--- config.mk ---
export PLATFORM = sky130hd
export DESIGN_NAME = popcount_window_accumulator_flat
export DESIGN_NICKNAME = d
export VERILOG_FILES = /design/src/rtl/popcount_window_accumulator_if.sv /design/src/rtl/popcount_window_accumulator.sv /design/src/flat_wrapper.sv
export SDC_FILE = /design/constraint.sdc
export NUM_CORES = 1
export LEC_CHECK = 0
export ABC_AREA = 0
export BUFFER_PORTS_ARGS = -buffer_cell sky130_fd_sc_hd__buf_2
export CAP_MARGIN = 40
export CORE_ASPECT_RATIO = 0.6
export CORE_MARGIN = 3
export CORE_UTILIZATION = 54
export DETAILED_ROUTE_END_ITERATION = 7
export PLACE_DENSITY = 0.84
export REMOVE_ABC_BUFFERS = 1
export SETUP_SLACK_MARGIN = 0.4
export SYNTH_ARGS = -nofsm -noshare
export SYNTH_HDL_FRONTEND = slang
export SYNTH_SLANG_ARGS = --single-unit
--- constraint.sdc ---
create_clock -name clk -period 3.1 [get_ports clk]
set_clock_uncertainty 0.2 [all_clocks]
set_input_delay 0.31 -clock clk [delete_from_list [all_inputs] [get_ports clk]]
set_output_delay 0.31 -clock clk [all_outputs]
set_load 0.02 [all_outputs]
--- src/rtl/popcount_window_accumulator_if.sv ---
// Stream bundle around the popcount window accumulator: sample input, result output and clear.
// Optional out_max member is present only when POPACC_MAX_TRACK_EN is defined.
interface popcount_window_accumulator_if #(
  parameter int SUM_W = 9
);
  logic             clear;
  logic             in_valid;
  logic             in_ready;
  logic [5:0]       in_count;
  logic             out_valid;
  logic             out_ready;
  logic [SUM_W-1:0] out_sum;
  logic             out_above;
  logic             out_err;
`ifdef POPACC_MAX_TRACK_EN
  logic [5:0]       out_max;
`endif

  modport slave (
    input  clear, in_valid, in_count, out_ready,
`ifdef POPACC_MAX_TRACK_EN
    output out_max,
`endif
    output in_ready, out_valid, out_sum, out_above, out_err
  );

  modport master (
    output clear, in_valid, in_count, out_ready,
`ifdef POPACC_MAX_TRACK_EN
    input  out_max,
`endif
    input  in_ready, out_valid, out_sum, out_above, out_err
  );
endinterface

--- src/rtl/popcount_window_accumulator.sv ---
// Sums WINDOW clamped popcount samples and holds the thresholded result on a valid/ready port.
// Define POPACC_MAX_TRACK_EN to add out_max, the largest clamped sample of each window.
module popcount_window_accumulator #(
  parameter int WINDOW = 8,
  parameter int SUM_W  = 9,
  parameter int THRESH = 128
) (
  input  logic clk,
  input  logic rst_n,
  popcount_window_accumulator_if.slave bus
);
  localparam int CNT_W = (WINDOW > 1) ? $clog2(WINDOW) : 1;

  localparam logic [0:0] ST_ACCUM = 1'b0;
  localparam logic [0:0] ST_HOLD  = 1'b1;

  logic [0:0]       state_reg, state_next;
  logic [SUM_W-1:0] acc_reg, acc_next;
  logic [CNT_W-1:0] cnt_reg, cnt_next;
  logic             err_reg, err_next;
  logic [SUM_W-1:0] sum_reg, sum_next;
  logic             above_reg, above_next;
  logic             out_err_reg, out_err_next;

  logic             over;
  logic [5:0]       samp;
  logic [SUM_W-1:0] samp_ext;
  logic [SUM_W-1:0] total;
  logic             accept;
  logic             consume;
  logic             last;

  assign over     = bus.in_count > 6'd32;
  assign samp     = over ? 6'd32 : bus.in_count;
  assign samp_ext = SUM_W'(samp);
  assign total    = acc_reg + samp_ext;
  assign last     = (cnt_reg == CNT_W'(WINDOW - 1));

  // In HOLD the input is only open while the consumer drains the result,
  // so an accepted sample never lands on top of an unconsumed one.
  assign bus.in_ready  = (state_reg == ST_ACCUM) ? 1'b1 : bus.out_ready;
  assign bus.out_valid = (state_reg == ST_HOLD);
  assign accept        = bus.in_valid && bus.in_ready;
  assign consume       = bus.out_valid && bus.out_ready;

  assign bus.out_sum   = sum_reg;
  assign bus.out_above = above_reg;
  assign bus.out_err   = out_err_reg;

  // acc/cnt/err are already zero in HOLD, so one accept path serves both states.
  always_comb begin
    state_next   = state_reg;
    acc_next     = acc_reg;
    cnt_next     = cnt_reg;
    err_next     = err_reg;
    sum_next     = sum_reg;
    above_next   = above_reg;
    out_err_next = out_err_reg;
    if (bus.clear) begin
      state_next = ST_ACCUM;
      acc_next   = '0;
      cnt_next   = '0;
      err_next   = 1'b0;
    end else if (accept) begin
      if (last) begin
        sum_next     = total;
        above_next   = (total >= SUM_W'(THRESH));
        out_err_next = err_reg | over;
        acc_next     = '0;
        cnt_next     = '0;
        err_next     = 1'b0;
        state_next   = ST_HOLD;
      end else begin
        acc_next   = total;
        cnt_next   = cnt_reg + CNT_W'(1);
        err_next   = err_reg | over;
        state_next = ST_ACCUM;
      end
    end else if (consume) begin
      state_next = ST_ACCUM;
    end
  end

  always_ff @(posedge clk or negedge rst_n) begin
    if (!rst_n) begin
      state_reg   <= ST_ACCUM;
      acc_reg     <= '0;
      cnt_reg     <= '0;
      err_reg     <= 1'b0;
      sum_reg     <= '0;
      above_reg   <= 1'b0;
      out_err_reg <= 1'b0;
    end else begin
      state_reg   <= state_next;
      acc_reg     <= acc_next;
      cnt_reg     <= cnt_next;
      err_reg     <= err_next;
      sum_reg     <= sum_next;
      above_reg   <= above_next;
      out_err_reg <= out_err_next;
    end
  end

`ifdef POPACC_MAX_TRACK_EN
  logic [5:0] max_reg, max_next;
  logic [5:0] out_max_reg, out_max_next;
  logic [5:0] max_upd;

  assign max_upd     = (samp > max_reg) ? samp : max_reg;
  assign bus.out_max = out_max_reg;

  always_comb begin
    max_next     = max_reg;
    out_max_next = out_max_reg;
    if (bus.clear) begin
      max_next = '0;
    end else if (accept) begin
      if (last) begin
        out_max_next = max_upd;
        max_next     = '0;
      end else begin
        max_next = max_upd;
      end
    end
  end

  always_ff @(posedge clk or negedge rst_n) begin
    if (!rst_n) begin
      max_reg     <= '0;
      out_max_reg <= '0;
    end else begin
      max_reg     <= max_next;
      out_max_reg <= out_max_next;
    end
  end
`endif
endmodule

--- src/flat_wrapper.sv ---
// flat-port wrapper written by rule: the top's interface ports become plain ports
module popcount_window_accumulator_flat 
#(
  parameter int WINDOW = 8,
  parameter int SUM_W  = 9,
  parameter int THRESH = 128
)
  (clk, rst_n, bus_clear, bus_in_valid, bus_in_count, bus_out_ready, bus_in_ready, bus_out_valid, bus_out_sum, bus_out_above, bus_out_err);
  popcount_window_accumulator_if #(.SUM_W(SUM_W)) bus_i ();
  input  logic clk;
  input  logic rst_n;
  input wire logic [$bits(bus_i.clear)-1:0] bus_clear;
  input wire logic [$bits(bus_i.in_valid)-1:0] bus_in_valid;
  input wire logic [$bits(bus_i.in_count)-1:0] bus_in_count;
  input wire logic [$bits(bus_i.out_ready)-1:0] bus_out_ready;
  output wire logic [$bits(bus_i.in_ready)-1:0] bus_in_ready;
  output wire logic [$bits(bus_i.out_valid)-1:0] bus_out_valid;
  output wire logic [$bits(bus_i.out_sum)-1:0] bus_out_sum;
  output wire logic [$bits(bus_i.out_above)-1:0] bus_out_above;
  output wire logic [$bits(bus_i.out_err)-1:0] bus_out_err;
  assign bus_i.clear = bus_clear;
  assign bus_i.in_valid = bus_in_valid;
  assign bus_i.in_count = bus_in_count;
  assign bus_i.out_ready = bus_out_ready;
  assign bus_in_ready = bus_i.in_ready;
  assign bus_out_valid = bus_i.out_valid;
  assign bus_out_sum = bus_i.out_sum;
  assign bus_out_above = bus_i.out_above;
  assign bus_out_err = bus_i.out_err;
  popcount_window_accumulator #(.WINDOW(WINDOW), .SUM_W(SUM_W), .THRESH(THRESH)) u_core (.clk(clk), .rst_n(rst_n), .bus(bus_i));
endmodule
==> results by group, run 1 <==
Status
  – Outcome: finished, final reports clean

Floorplan
  – Die width: 70.9 um
  – Core area: 2280 um^2
  – Std cell rows: 13
  – Starting Density: 0.600
  – Ports: 24
  – Total Die Area: 3190 um^2
  – Die H: 45.0 um

Power and ir drop
  – Peak supply drop: 0.291 mV
  – Leak: 0.775 nW
  – Pwr/cell area: 416 nW/um^2

Cells and area
  – Finished Core Util: 0.684
  – ANT cells: 0
  – Syn-to-layout area delta: 14.0%
  – Layout Nets: 176
  – Layout cells sized above 1: 0.258

Logic synthesis
  – Async S/R FF share, synth: 1.00
  – Synthesized cell area: 1370 um^2
  – Predominant post-synthesis flop cell: dfrtp_1
  – Synth Instances: 130
  – Cell taking the most area after synthesis: dfrtp_1
  – Avg Cell Area, Syn: 10.5 um^2
  – Post-synth EDFFs: 0
  – Synthesized flop and latch total: 25
  – Synth top area share: 0.458
  – Sequential share of the synthesized area: 0.458
  – Synth area leaders: dfrtp_1 (46%), ha_1 (7.3%), o21ai_0 (5.9%)
  – Synth unique cells: 36
  – Synth warn: 0

Worst setup path
  – Startpoint types: register
  – Critical Path Fanout Max: 4
  – CP cell instances: ha_1 > fa_1 > a21o_1 > a21oi_2 > o21ai_2 > a2bb2oi_1 > a31oi_1
  – Max incr delay on CP: 420 ps
  – CP required: 3030 ps
  – Worst Reg-to-Reg Cells: 7
  – CP Depth: 7
  – Crit Path Class: reg -> reg
  – CP Buf/Inv Count: 0
  – Slowest stage cell, crit path: fa_1
  – Crit. End Element: register
  – CP delay by family, top: compound AO/OA/AOI/OAI gates
  – Crit path arrival time: 2360 ps

STA
  – Final hold vios: 0
  – Worst-Margin Slew: 544 ps
  – Crit path time final: 2420 ps
  – Finish-stage setup viols: 0
  – Final total negative setup slack: 0 ps
  – Period Utilization, post-route: 0.781
  – Fmax: 413 MHz
  – RSZ-0062 raised after global routing: no
  – Final Slew Violations: 0
  – Max_slew headroom: 0.637

Routing
  – # DRC: 0
  – DR iter-0 viols: 37
  – Via Count: 1100
  – Total Wirelength: 3120 um
  – Wire per inst: 16.9 um
  – 1st-pass router iterations: 4
  – Antenna viol nets, final: 0
  – Drt via density: 5.95

Global routing
  – Grt ovf: 0
  – Total Routing Usage GR: 0.218
  – Largest net degree at the start of global routing: 26
  – Vias in the first global route: 1134
  – Initial antenna violation count: 0
  – First-pass GRT wire length: 5340 um

Hold path
  – Worst Hold Path Cells: 2
  – Hold crit path type: in -> reg

Clock tree
  – H-tree levels: 1
  – Clock-pin transition on the worst setup and hold timing paths: 90 ps
  – Setup Buffers After CTS: 0
  – Num CTS Buffers: 3
  – Skew-Pair Late Insertion Delay: 270 ps
  – CTS tree: yes
  – Clock Tree Buf Depth: 2
  – Clock root buffer: clkbuf_8
  – CTS Sinks: 25

Placed design
  – DP Wirelength: 2350 um
  – GP Congestion: 0.889
  – Port Buffer Count: 23

Job
  – Max cap viols: 0
worst reg2reg max path: cells and delay by family (launching register included):
family,cells,cell delay (ps)
compound gates,5,960
flops,1,410
fa+ha+maj,2,700
logic make-up after synthesis:
family | Yosys count | share of synthesized area
adder cells (fa/ha/maj) | 9 | 0.0879
XOR/XNOR | 5 | 0.0320
buffers and inverters | 5 | 0.0211
multiplexers | 4 | 0.0320
flip-flops | 25 | 0.458
AO/OA/AOI/OAI | 39 | 0.195
AND/OR/NAND/NOR | 43 | 0.174
metrics by stage:
step / total power, mW / setup slack [ps] / area, um^2 / cells / hold slack [ps]
final: 0.648 / 678 / 1560 / 185 / 123
after global placement: 0.449 / 719 / 1500 / 180 / 124
after global routing: 0.681 / 551 / 1560 / 185 / 122
after detailed placement: 0.454 / 636 / 1500 / 180 / 130
after floorplan: 0.418 / 916 / 1340 / 126 / -186
after CTS: 0.648 / 707 / 1560 / 185 / 118
layer usage:
metal | vias up | share of wire | track usage
met2 | 36 | 0.50 | 0.376
met5 | - | 0 | 0
met4 | 0 | 0.015 | 0.0674
met3 | 7 | 0.056 | 0.0644
met1 | 540 | 0.43 | 0.272
li1 | 517 | - | -
power by group:
group	switching, mW	leakage, nW	internal [mW]
Sequential	0.0107	0.344	0.337
Clock	0.107	0.0255	0.0901
Combinational	0.0615	0.406	0.0419
Total	0.179	0.775	0.469
timing repair:
action	in CTS	in global routing
endpoints found under the hold margin	25	0
resized for setup	0	0
hold buffers	1	0
synth_stat cells (2+ instances only):
master	n
dfrtp_1	25
nand2_1	20
o21ai_0	16
ha_1	8
nor2b_1	6
a21oi_1	5
a22o_1	5
xnor2_1	5
mux2_2	3
nand2b_1	3
nand3_1	3
a21o_1	2
a21oi_2	2
buf_2	2
nor2_1	2
nor3_1	2
o21ai_2	2
final timing paths:
path | startpoint | endpoint | slack [ps]
max in group asynchronous | rst_n | u_core.bus.out_sum[8]$_DFFE_PN0P_ | 1980
min in group asynchronous | rst_n | u_core.bus.out_err$_DFFE_PN0P_ | 340
max reg2reg | u_core.acc_reg[0]$_DFFE_PN0P_ | u_core.bus.out_above$_DFFE_PN0P_ | 680
min reg2reg | u_core.bus.out_err$_DFFE_PN0P_ | u_core.bus.out_err$_DFFE_PN0P_ | 290
min | bus_clear | u_core.cnt_reg[2]$_DFFE_PN0P_ | 120
max | u_core.acc_reg[0]$_DFFE_PN0P_ | u_core.bus.out_above$_DFFE_PN0P_ | 680
layout make-up:
cell class | instances | area, um^2
fillers | 182 | 719
multi-input cells | 100 | 712
flip-flops and latches | 25 | 626
repair buffers | 25 | 133
clock buffers | 3 | 41.3
well taps | 30 | 37.5
clock inverters | 1 | 5.00
inverters | 1 | 3.75
placed cells by master (no fill, tap or decap), types with 2 or more instances in the layout:
cell type  count
a21oi_1        5
buf_2         23
nor2b_1        6
o21ai_2        2
dfrtp_1       25
nand2b_1       3
nand3_1        3
a22o_1         5
ha_1           8
o21ai_0       16
xnor2_1        5
a21oi_2        2
nor2_1         2
nand2_1       20
nor3_1         2
a21o_1         2
clkbuf_8       3
mux2_2         3
No activity file was read; power rests on OpenSTA's default activity.
==> run 2, diff against run 1 <==
--- a/config.mk
+++ b/config.mk
@@ -10,9 +10,9 @@
 export CAP_MARGIN = 40
 export CORE_ASPECT_RATIO = 0.6
 export CORE_MARGIN = 3
-export CORE_UTILIZATION = 54
+export CORE_UTILIZATION = 49
 export DETAILED_ROUTE_END_ITERATION = 7
-export PLACE_DENSITY = 0.84
+export PLACE_DENSITY = 0.81
 export REMOVE_ABC_BUFFERS = 1
 export SETUP_SLACK_MARGIN = 0.4
 export SYNTH_ARGS = -nofsm -noshare
==> constraint.sdc (replaced) <==
create_clock -name clk -period 2.02 [get_ports clk]
set_clock_uncertainty 0.2 [all_clocks]
set_input_delay 0.202 -clock clk [delete_from_list [all_inputs] [get_ports clk]]
set_output_delay 0.202 -clock clk [all_outputs]
set_load 0.02 [all_outputs]
==> run 2 against run 1 <==
Against the previous run:
- the flow now finishes with violations (negative setup slack)
- combinational power is 150% higher
- largest power group unchanged
- first-iteration DRC count is 92% higher
- sequential cell count stayed put
- critical endpoint unchanged
- worst hold slack worse by 78 ps
==> results by group, run 2 (synthesized netlist as in run 1, its figures left out) <==
Clock tree
  – Clock root buffer: clkbuf_8
  – Clock Tree Buf Depth: 2 (unchanged)
  – Num CTS Buffers: 3 (unchanged)
  – CTS tree: yes
  – H-tree levels: 1 (unchanged)
  – Skew-Pair Late Insertion Delay: 280 ps (about the same)
  – CTS Sinks: 25 (unchanged)
  – Clock-pin transition on the worst setup and hold timing paths: 100 ps (about the same)

Cells and area
  – Leading cell type in the layout, fill and taps excluded: dfrtp_1
  – Syn-to-layout area delta: 40.6%
  – Layout cells sized above 1: 0.472 (+0.214)
  – # fillers: 161 (-12%)
  – ANT cells: 0 (unchanged)
  – Most frequent cells in the layout: dfrtp_1 (24), buf_2 (23), nand2_1 (17)
  – Layout Nets: 197 (+12%)

Floorplan
  – Core area: 2570 um^2 (+13%)
  – Die width: 74.2 um (+4.6%)
  – Std cell rows: 14 (+1)
  – Total Die Area: 3480 um^2 (+9.1%)
  – Starting Density: 0.531 (-0.0694)
  – Die H: 46.9 um (+4.3%)
  – Ports: 24 (unchanged)

Worst setup path
  – Crit Path Class: reg -> reg
  – Critical Path Fanout Max: 4 (unchanged)
  – Slowest stage cell, crit path: dfrtp_1
  – CP delay by family, top: compound AO/OA/AOI/OAI gates
  – CP required: 1970 ps (-1060 ps)
  – Crit path arrival time: 2050 ps (-310 ps)
  – Startpoint types: register
  – CP cell instances: ha_2 > fa_2 > a21o_1 > a21oi_4 > o21ai_4 > a2bb2oi_2 > a31oi_1
  – CP Buf/Inv Count: 0 (unchanged)
  – Crit. End Element: register
  – Max incr delay on CP: 400 ps (-20 ps)

STA
  – Max_slew headroom: 0.625 (-0.0121)
  – Worst-Margin Slew: 563 ps (+18.1 ps)
  – Crit path time final: 2100 ps (-318 ps)
  – Final worst slack: -83.9 ps (-762 ps)
  – Final Hold Slack: 45.1 ps (-77.8 ps)
  – Period Utilization, post-route: 1.04 (+0.260)
  – Final total negative setup slack: -194 ps (-194 ps)
  – Final hold vios: 0 (unchanged)
  – RSZ-0062 raised after global routing: yes
  – Finish-stage setup viols: 5 (+5)
  – Fmax: 475 MHz (+15%)
  – Final Slew Violations: 0 (unchanged)

Power and ir drop
  – Leak: 0.893 nW (+15%)
  – Comb power frac: 0.231 (+0.071)
  – Peak supply drop: 0.448 mV (+54%)
  – Psw: 0.331 mW (+85%)
  – Clock power frac: 0.284 (-0.020)
  – Sequential share of power: 0.485 (-0.052)
  – Pwr/cell area: 577 nW/um^2 (+39%)
  – Internal: 0.778 mW (+66%)
  – Sw frac: 0.298 (+0.0222)

Routing
  – Total Wirelength: 4010 um (+28%)
  – Antenna viol nets, final: 0 (unchanged)
  – Wire per inst: 19.3 um (+14%)
  – 1st-pass router iterations: 4 (unchanged)
  – # DRC: 0 (unchanged)
  – Drt via density: 6.11 (+2.7%)
  – Via Count: 1270 (+15%)
  – DR iter-0 viols: 71 (+92%)

Global routing
  – Grt ovf: 0 (unchanged)
  – Initial antenna violation count: 0 (unchanged)
  – Total Routing Usage GR: 0.213 (-0.00532)
  – First-pass GRT wire length: 5310 um (-0.64%)
  – Vias in the first global route: 1076 (-5.1%)
  – Largest net degree at the start of global routing: 26 (unchanged)

Status
  – Failing checks: negative setup slack
  – Outcome: finished with violations

Placed design
  – Dpl ws: -285 ps (-921 ps)
  – DP Wirelength: 2370 um (+0.97%)
  – GP Congestion: 0.801 (-10%)
  – Port Buffer Count: 23 (unchanged)

Hold path
  – Hold crit path type: in -> reg

Job
  – Max cap viols: 0 (unchanged)
-- run 2: changes by cell type in the layout (fill, tap and decap cells not counted), moves of 4 or more --
cell	before	now
o21ai_1	1	9
ha_4	0	4
o21ai_0	16	4
buf_6	0	5
ha_1	8	1
buf_4	1	15
-- run 2: worst paths after layout --
path	end	slack (ps)	depth (start not counted)	start
worst min-delay path	u_core.cnt_reg[1]$_DFFE_PN0P_	50	3	bus_in_valid
max in group asynchronous	u_core.acc_reg[1]$_DFFE_PN0P_	980	2	rst_n
worst max-delay path	u_core.bus.out_above$_DFFE_PN0P_	-80	7	u_core.acc_reg[0]$_DFFE_PN0P_
min in group asynchronous	u_core.cnt_reg[0]$_DFFE_PN0P_	240	2	rst_n
worst min register to register	u_core.bus.out_sum[0]$_DFFE_PN0P_	280	2	u_core.bus.out_sum[0]$_DFFE_PN0P_
worst max register to register	u_core.bus.out_above$_DFFE_PN0P_	-80	7	u_core.acc_reg[0]$_DFFE_PN0P_
-- run 2: power by group through the flow --
stage / clock, mW / combinational [mW] / sequential (mW)
after global placement: 0 / 0.166 / 0.541
after detailed placement: 0 / 0.173 / 0.543
after floorplan: 0 / 0.102 / 0.539
final: 0.315 / 0.256 / 0.538
after global routing: 0.332 / 0.273 / 0.539
after CTS: 0.312 / 0.206 / 0.534
-- run 2: stage by stage --
stage,power [mW],util,area (um^2),std cells
6_report,1.11,0.746,1920,208
4_1_cts,1.05,0.688,1770,203
2_1_floorplan,0.642,-,1340,126
3_3_place_gp,0.707,0.613,1580,192
3_5_place_dp,0.716,0.613,1580,192
5_1_grt,1.14,0.746,1920,208
-- run 2: layer usage --
layer / track usage / share of wire / wire length (um)
met1: 0.266 / 0.41 / 1650
met2: 0.370 / 0.48 / 1920
met3: 0.0705 / 0.075 / 300
met4: 0.0433 / 0.036 / 144
met5: 0 / 0 / 0
-- run 2: layout make-up --
class,instances,area [um^2],area share
Multi-Input combinational cell,100,890,0.463
Sequential cell,25,627,0.326
Timing Repair Buffer,46,314,0.164
Clock buffer,3,41.3,0.0215
Tap cell,32,40.0,0.0208
Clock inverter,1,5.00,0.00261
Inverter,1,3.75,0.00195
-- run 2: worst register-to-register path: stages (launching register included) --
cell and delay (ps):
dfrtp_1 400, ha_2 200, fa_2 340, a21o_1 210, a21oi_4 200, o21ai_4 100
a2bb2oi_2 210, a31oi_1 120
-- run 2: timing repair --
item	4_1_cts	5_1_grt
setup endpoints to repair	21	19
hold buffers	3	0
setup buffers	4	5
hold endpoints to repair	26	0
gates resized for setup	20	30
pin swaps	11	17
